`src/rtl/intv2_sym_sched.sv`:
```
// intv2_sym_sched
//   Per-frame symbol scheduler in front of the second-level interleaver. A frame
//   command (DATA modulation, DATA symbol count) is accepted in IDLE. The block then
//   gates the coded-bit stream through to the interleaver: first the 48-bit BPSK
//   SIGNAL symbol, then n_sym DATA symbols of NCBPS bits each.
//
//   Optional feature: define INTV2_SCHED_ABORT_EN to add the 'abort' input. It
//   drops the frame in flight and returns to IDLE without a frame_done pulse.
//
// Ports
//   clk, rst_n          clock; asynchronous active-low reset
//   abort               (INTV2_SCHED_ABORT_EN only) cancel the current frame
//   cfg_vld/cfg_rdy     frame command handshake; cfg_rdy high only in IDLE
//   cfg_map_type        DATA modulation: 0=48, 1=96, 2=192, 3=288 bits/symbol
//   cfg_n_sym           DATA symbol count (0 = SIGNAL only)
//   up_din/_vld/_rdy    coded-bit stream from encoder/puncturer
//   intv2_din/_vld/_rdy bit stream towards the interleaver
//   intv2_sig_flag      high while the SIGNAL symbol is in flight
//   intv2_map_type      modulation of the current symbol
//   sym_start/sym_last  first / final accepted beat of a symbol
//   frame_done          one cycle in DONE after the last beat of a frame
//   sym_idx             current DATA symbol index (0 during SIGNAL)
//   busy                high outside IDLE
module intv2_sym_sched #(
    parameter int unsigned SYM_W    = 10,
    parameter int unsigned SIG_BITS = 48
) (
    input  logic             clk,
    input  logic             rst_n,
`ifdef INTV2_SCHED_ABORT_EN
    input  logic             abort,
`endif
    input  logic             cfg_vld,
    output logic             cfg_rdy,
    input  logic [1:0]       cfg_map_type,
    input  logic [SYM_W-1:0] cfg_n_sym,
    input  logic             up_din,
    input  logic             up_din_vld,
    output logic             up_din_rdy,
    output logic             intv2_din,
    output logic             intv2_din_vld,
    input  logic             intv2_din_rdy,
    output logic             intv2_sig_flag,
    output logic [1:0]       intv2_map_type,
    output logic             sym_start,
    output logic             sym_last,
    output logic             frame_done,
    output logic [SYM_W-1:0] sym_idx,
    output logic             busy
);

    typedef enum logic [1:0] {StIdle, StSig, StData, StDone} state_e;

    localparam logic [8:0] SigLast = 9'(SIG_BITS - 1);

    function automatic logic [8:0] ncbps(input logic [1:0] m);
        logic [8:0] n;
        unique case (m)
            2'd0:    n = 9'd48;
            2'd1:    n = 9'd96;
            2'd2:    n = 9'd192;
            default: n = 9'd288;
        endcase
        return n;
    endfunction

    state_e           state_q, state_d;
    logic [8:0]       bit_cnt_q, bit_cnt_d;
    logic [SYM_W-1:0] sym_idx_q, sym_idx_d;
    logic [SYM_W-1:0] n_sym_q, n_sym_d;
    logic [1:0]       map_q, map_d;
    logic             sig_flag_q, sig_flag_d;
    logic [1:0]       map_type_q, map_type_d;

    logic             abort_int;
    logic             abort_act;
    logic             active;
    logic             beat;
    logic             cfg_acc;
    logic [8:0]       len_last;
    logic             last_data_sym;

`ifdef INTV2_SCHED_ABORT_EN
    assign abort_int = abort;
`else
    assign abort_int = 1'b0;
`endif

    // Abort has no effect in IDLE.
    assign abort_act = abort_int & (state_q != StIdle);

    // Zero-latency pass-through while a symbol is in flight.
    assign intv2_din     = up_din;
    assign intv2_din_vld = active & up_din_vld;
    assign up_din_rdy    = active & intv2_din_rdy;
    assign beat          = intv2_din_vld & intv2_din_rdy;
    assign cfg_acc       = cfg_vld & cfg_rdy;

    assign len_last      = (state_q == StSig) ? SigLast : ncbps(map_q) - 9'd1;
    assign sym_start     = beat & (bit_cnt_q == 9'd0);
    assign sym_last      = beat & (bit_cnt_q == len_last);
    // Only consulted in DATA, where n_sym_q is known to be non-zero.
    assign last_data_sym = (sym_idx_q == n_sym_q - SYM_W'(1));

    assign intv2_sig_flag = sig_flag_q;
    assign intv2_map_type = map_type_q;
    assign sym_idx        = sym_idx_q;

    // State register
    always_ff @(posedge clk or negedge rst_n) begin
        if (!rst_n) begin
            state_q <= StIdle;
        end else begin
            state_q <= state_d;
        end
    end

    // Next-state logic
    always_comb begin
        state_d = state_q;
        unique case (state_q)
            StIdle: if (cfg_acc) state_d = StSig;
            StSig: begin
                if (sym_last) state_d = (n_sym_q == '0) ? StDone : StData;
            end
            StData: if (sym_last && last_data_sym) state_d = StDone;
            StDone: state_d = StIdle;
            default: state_d = StIdle;
        endcase
        if (abort_act) state_d = StIdle;
    end

    // FSM outputs
    always_comb begin
        cfg_rdy    = 1'b0;
        busy       = 1'b1;
        frame_done = 1'b0;
        active     = 1'b0;
        unique case (state_q)
            StIdle: begin
                cfg_rdy = 1'b1;
                busy    = 1'b0;
            end
            StSig, StData: active = ~abort_int;
            StDone: frame_done = ~abort_int;
            default: ;
        endcase
    end

    // Datapath next-state
    always_comb begin
        bit_cnt_d  = bit_cnt_q;
        sym_idx_d  = sym_idx_q;
        n_sym_d    = n_sym_q;
        map_d      = map_q;
        sig_flag_d = sig_flag_q;
        map_type_d = map_type_q;

        if (cfg_acc) begin
            n_sym_d    = cfg_n_sym;
            map_d      = cfg_map_type;
            bit_cnt_d  = '0;
            sym_idx_d  = '0;
            sig_flag_d = 1'b1;
            map_type_d = 2'd0;
        end

        if (beat) begin
            bit_cnt_d = sym_last ? 9'd0 : bit_cnt_q + 9'd1;
            if (sym_last && (state_q == StData)) sym_idx_d = sym_idx_q + SYM_W'(1);
            // Side-band switches to the DATA modulation right after SIGNAL.
            if (sym_last && (state_q == StSig)) begin
                sig_flag_d = 1'b0;
                map_type_d = map_q;
            end
        end

        if (state_q == StDone) sym_idx_d = '0;

        if (abort_act) begin
            bit_cnt_d  = '0;
            sym_idx_d  = '0;
            sig_flag_d = 1'b0;
        end
    end

    always_ff @(posedge clk or negedge rst_n) begin
        if (!rst_n) begin
            bit_cnt_q  <= '0;
            sym_idx_q  <= '0;
            n_sym_q    <= '0;
            map_q      <= '0;
            sig_flag_q <= 1'b0;
            map_type_q <= 2'b11;
        end else begin
            bit_cnt_q  <= bit_cnt_d;
            sym_idx_q  <= sym_idx_d;
            n_sym_q    <= n_sym_d;
            map_q      <= map_d;
            sig_flag_q <= sig_flag_d;
            map_type_q <= map_type_d;
        end
    end

endmodule
```
`config.mk`:
```
export PLATFORM = sky130hd
export DESIGN_NAME = intv2_sym_sched
export DESIGN_NICKNAME = d
export VERILOG_FILES = /design/src/rtl/intv2_sym_sched.sv
export SDC_FILE = /design/constraint.sdc
export NUM_CORES = 1
export LEC_CHECK = 0
export ABC_AREA = 1
export ABC_CLOCK_PERIOD_IN_PS = 2600
export BUFFER_PORTS_ARGS = -buffer_cell sky130_fd_sc_hd__buf_2
export CORE_ASPECT_RATIO = 0.8
export CORE_MARGIN = 5
export CORE_UTILIZATION = 56
export DETAILED_ROUTE_END_ITERATION = 8
export GPL_TIMING_DRIVEN = 0
export HOLD_SLACK_MARGIN = 0.03
export MAX_ROUTING_LAYER = met4
export PLACE_DENSITY = 0.82
export SLEW_MARGIN = 20
export SYNTH_ARGS = -nofsm -noshare
export SYNTH_HDL_FRONTEND = slang
export SYNTH_SLANG_ARGS = --single-unit
```
`constraint.sdc`:
```
create_clock -name clk -period 2.6 [get_ports clk]
set_clock_uncertainty 0.1 [all_clocks]
set_input_delay 0.13 -clock clk [delete_from_list [all_inputs] [get_ports clk]]
set_output_delay 0.13 -clock clk [all_outputs]
set_load 0.005 [all_outputs]
```
### Word level (Yosys, flattened, before mapping)

Cells that the tools add are included.

| storage, ports and cells | value |
|---|---|
| bits of input ports | 18 |
| register bits after elaboration | 36 |
| ROM bits | 0 |
| memory bits (writable) | 0 |
| output and inout bits | 21 |
| word-level logic and storage cells | 61 |
| memories | 0 |
| bits in latches | 0 |

| operators by class | value |
|---|---|
| $mul | 0 |
| multiplexer cells | 24 |
| divide/modulo/power cells | 0 |
| $lt $le $gt $ge | 0 |
| equal/unequal tests | 10 |
| add/sub/neg operators | 4 |
| shifts and indexed selects | 0 |
| reduce and logical (&&, ||, !) cells | 10 |
| bitwise operators | 6 |

Operators with widths:

| operator | number |
|---|---|
| two-way mux 10 bit | 4 |
| two-way mux 9 bit | 4 |
| one-hot mux 9 bit (3 select lines) | 1 |
| two-way mux 2 bit | 6 |
| adder 10 x 1 -> 10 bit, second input constant | 1 |
| == test 10 bit | 1 |
| logical NOT 10 bit | 1 |
| subtractor 10 x 1 -> 10 bit, second input constant | 1 |
| adder 9 x 1 -> 9 bit, second input constant | 1 |
| == test 9 bit | 1 |
| logical NOT 9 bit | 1 |
| subtractor 9 x 1 -> 9 bit, second input constant | 1 |
| two-way mux 1 bit | 8 |
| one-hot mux 2 bit (4 select lines) | 1 |
| AND 1 bit | 6 |
| == test 2 bit, second input constant | 3 |
| != test 2 bit, second input constant | 3 |
| == test 2 x 1 -> 1 bit, second input constant | 2 |
| logical NOT 2 bit | 2 |
| logical AND 1 bit | 3 |
| AND reduction 3 bit | 1 |
| nonzero test 2 bit | 1 |
| OR reduction 2 bit | 1 |

### Depth between registers and ports, before layout

| logic depth | value |
|---|---|
| depth in word-level cells | 10 |
| gate-level depth with buffers | 16 |
| gate-level depth less buffers | 16 |

### Least setup slack after synthesis

OpenSTA, ideal clock, no wires.

| timing | value |
|---|---|
| path kind | flip-flop to flip-flop |
| from | register state_q[1] |
| to | register state_q[1] |
| stages on the path, launching flop included | 15 |
| slack | 0.715 ns |
| arrival time | 1.668 ns |
| path through | dfrtp_1 > inv_1 > ha_1 > inv_1 > nand2_2 > nor2_1 > nand2_1 > a21oi_4 > nand3_4 > nor3_1 > nand2_1 > nand2_2 > nand2_2 > nand2_1 > nand2_1 |

| on the way | value |
|---|---|
| cells in the longest elaborated chain, start to end | 9 |

Ends and longest elaborated chain:

| item | line | text |
|---|---|---|
| start, declared | 67 | `state_e state_q, state_d;` |
| start signal, assigned | 112 | `state_q <= StIdle;` |
| start signal, assigned | 114 | `state_q <= state_d;` |
| == test 2 bit or == test 2 x 1 -> 1 bit (tied branches) | 121, 139, 99 |  |
| OR reduction 2 bit | 139 | `unique case (state_q)` |
| two-way mux 1 bit | 139 |  |
| AND 1 bit | 94 | `assign intv2_din_vld = active & up_din_vld;` |
| AND 1 bit | 96 | `assign beat = intv2_din_vld & intv2_din_rdy;` |
| AND 1 bit | 101 | `assign sym_last = beat & (bit_cnt_q == len_last);` |
| logical AND 1 bit | 126 | `StData: if (sym_last && last_data_sym) state_d = StDone;` |
| != test 2 bit (no source line) | n/a |  |
| AND reduction 3 bit (no source line) | n/a |  |

Parallel ways exist; a longest one is shown, timed or not.
A chain may end at the register's enable or synchronous reset.

### Worst setup path after layout

| timing | value |
|---|---|
| from | register state_q[1] |
| to | register state_q[0] |

The elaborated chain is that of the path after synthesis.

==> impl_results.md <==
* Via/cell ratio at 5.17
* Post-CTS setup buffer count at 0
* Antenna-violating nets left at 0
* Netlist cell types at 31
* WP data arrival at 2.20 ns
* GRT Max-Usage Layer: met2
* # resized after CTS at 0
* Slew Limit Fails at 0
* Final Cycle Share at 0.818
* CTS tree: yes
* Clock-pin slew on the worst setup and hold paths at 0.08 ns
* Area Growth Syn to Fin at 21.0%
* DP Worst Slack at 0.469 ns
* Nets at 397
* Tightest Pin Transition at 0.823 ns
* Htree depth at 2
* Peak supply drop at 0.563 mV
* Starting Density at 0.571
* Grt ovf at 0
* Setup crit start kind: flop
* Area of the die at 0.00561 mm^2
* Routed length per placed instance at 12.8 um
* Synthesized instance count at 314
* GRT Util Overall at 0.224
* Hold slack at 0.108 ns
* Synth warn at 0
* Tmin final at 2.13 ns
* Post-DP HPWL at 4.03 mm
* Fmax at 470 MHz
* Total CTS buffers at 5
* Vias in the first global route at 2,135
* # diodes at 0
* Total Neg Setup Slack at 0 ns
* Mapped Nets at 340
* Port Buffers at 37
* CP Data Required Time at 2.68 ns
* Clk_lat worst skew at 0.28 ns
* Antenna violations before repair at 0
* GPL Wtd Cong at 0.911
* Post-Synthesis Cell Area at 0.00235 mm^2
* Synth Area per Inst at 7.50 um^2
* Setup ws final at 0.474 ns
* Critical path fanouts, max at 6
* Die height at 68.0 um
* PD cells at 795 mW/mm^2
* Hold Vio Cnt, Final at 0
* Unrepaired setup endpoints after global routing: no
* Met1 usage at 0.278
* Share of layout cells above drive strength 1 at 0.177
* Maxcap violations at 0
* Largest net degree at the start of global routing at 37
* DR vias at 2,218
* Final-report setup violation count at 0
* Drc violations at 0
* Min-Delay Path Class: input pin to flop
* LEAKAGE at 1.43 nW
* Sequential fraction of the synthesis area at 0.384
* Initial DRC Count at 138
* I/O pin count at 39
* WL final at 5.50 mm
* Rows at 21
* Worst setup EP type: flop
* CTS Sinks at 36
* Status: complete, no violations
* Met2 Track Usage GR at 0.373
* Root Buffer: clkbuf_8
* First-pass GRT wire length at 9.34 mm
* Worst rel slew slack at 0.452
* Register bit total from synthesis at 36
* Setup CP Type: flop to flop
* First drt pass iteration count at 4
* Clk buf depth at 2
* Met3 Track Usage GR at 0.0395
* Area of the core at 0.00413 mm^2
* Die X at 82.5 um
power breakdown:
part / switching, mW / leakage (nW) / internal (mW)
combinational: 0.649 / 0.912 / 0.345
sequential: 0.105 / 0.466 / 0.684
clock: 0.197 / 0.0552 / 0.285
registers in the layout, indices dropped and copies added, names as in the netlist:
name / flops
n_sym_q: 10
map_q: 2
intv2_sig_flag: 1
bit_cnt_q: 9
state_q: 2
intv2_map_type: 2
sym_idx: 10
worst max-delay path: stages, from the launching register on:
cell	delay [ns]
dfrtp_1	0.41
inv_1	0.09
ha_1	0.23
inv_1	0.12
nand2_2	0.06
nor2_1	0.11
nand2_1	0.09
a21oi_4	0.16
nand3_4	0.16
nor3_1	0.16
nand2_1	0.08
nand2_2	0.09
nand2_2	0.05
nand2_1	0.06
nand2_1	0.05
cell type report:
cell class,instances,area [um^2]
plain buffers,6,43.8
inverters,48,180
repair buffers,50,315
flip-flops and latches,36,903
fillers,365,1280
clock buffers,6,72.6
clock inverters,2,35.0
well taps,57,71.3
multi-input cells,224,1230
cells by family (layout without fill, tap and decap cells):
group | after synthesis | after routing | synth area share
AO/OA/AOI/OAI | 50 | 50 | 0.143
XOR/XNOR | 14 | 14 | 0.0521
adder cells (fa/ha/maj) | 8 | 8 | 0.0425
buffers and inverters | 54 | 112 | 0.0952
flip-flops | 36 | 36 | 0.384
AND/OR/NAND/NOR | 152 | 152 | 0.283
synth_stat cells (all sizes together):
master  instances  share of area
nand3          25          0.058
o22ai           5          0.013
ha              8          0.043
dfstp           2          0.022
a211oi          9          0.044
nor3            9          0.021
xnor2           2         0.0074
clkbuf          2         0.0032
buf             4          0.015
nor4            1         0.0027
nand2          79           0.13
dfrtp          34           0.36
nor2           34          0.061
xor2           12          0.045
a21oi          16          0.040
nand4           4          0.011
o21ai          18          0.038
inv            48          0.077
o32ai           2         0.0074
path summary, 6_finish.rpt:
| check | start | end | slack [ns] | cells past startpoint |
|---|---|---|---|---|
| max in group asynchronous | rst_n | n_sym_q[0] | 1.50 | 2 |
| worst max register to register | state_q[1] | state_q[0] | 0.47 | 14 |
| worst min-delay path | up_din_vld | bit_cnt_q[2] | 0.11 | 3 |
| worst max-delay path | state_q[1] | state_q[0] | 0.47 | 14 |
| worst min register to register | intv2_map_type[0] | intv2_map_type[0] | 0.41 | 2 |
| min in group asynchronous | rst_n | n_sym_q[1] | 0.38 | 2 |
cell usage in the layout, fill, tap and decap left out, drive strengths merged, types with 2 or more instances in the layout:
cell type,synthesis,routed
o32ai,2,2
a211oi,9,9
o21ai,18,18
dfstp,2,2
nand2,79,79
inv,48,48
nand4,4,4
a21oi,16,16
xnor2,2,2
buf,4,41
o22ai,5,5
dfrtp,34,34
ha,8,8
nand3,25,25
nor2,34,34
clkbuf,2,8
dlygate4sd3,0,13
xor2,12,12
nor3,9,9
repair_timing:
item | CTS | global route
hold endpoints to repair | 46 | 0
endpoints found under the setup margin | 0 | 0
hold buffers | 13 | 0
metal layers:
metal / up-vias / share of wire
li1: 1130 / -
met1: 1028 / 0.46
met2: 55 / 0.49
met3: 5 / 0.040
met4: 0 / 0.0055
met5: - / 0
metrics by stage:
step           std cells  cell area (um^2)  power, mW   util
5_1_grt              429              2850       2.49  0.690
3_3_place_gp         408              2610       1.74  0.633
2_1_floorplan        314              2350       1.51      -
3_5_place_dp         408              2610       1.78  0.633
6_report             429              2850       2.26  0.690
4_1_cts              429              2850       2.28  0.690
(Power assumes the default switching activity.)
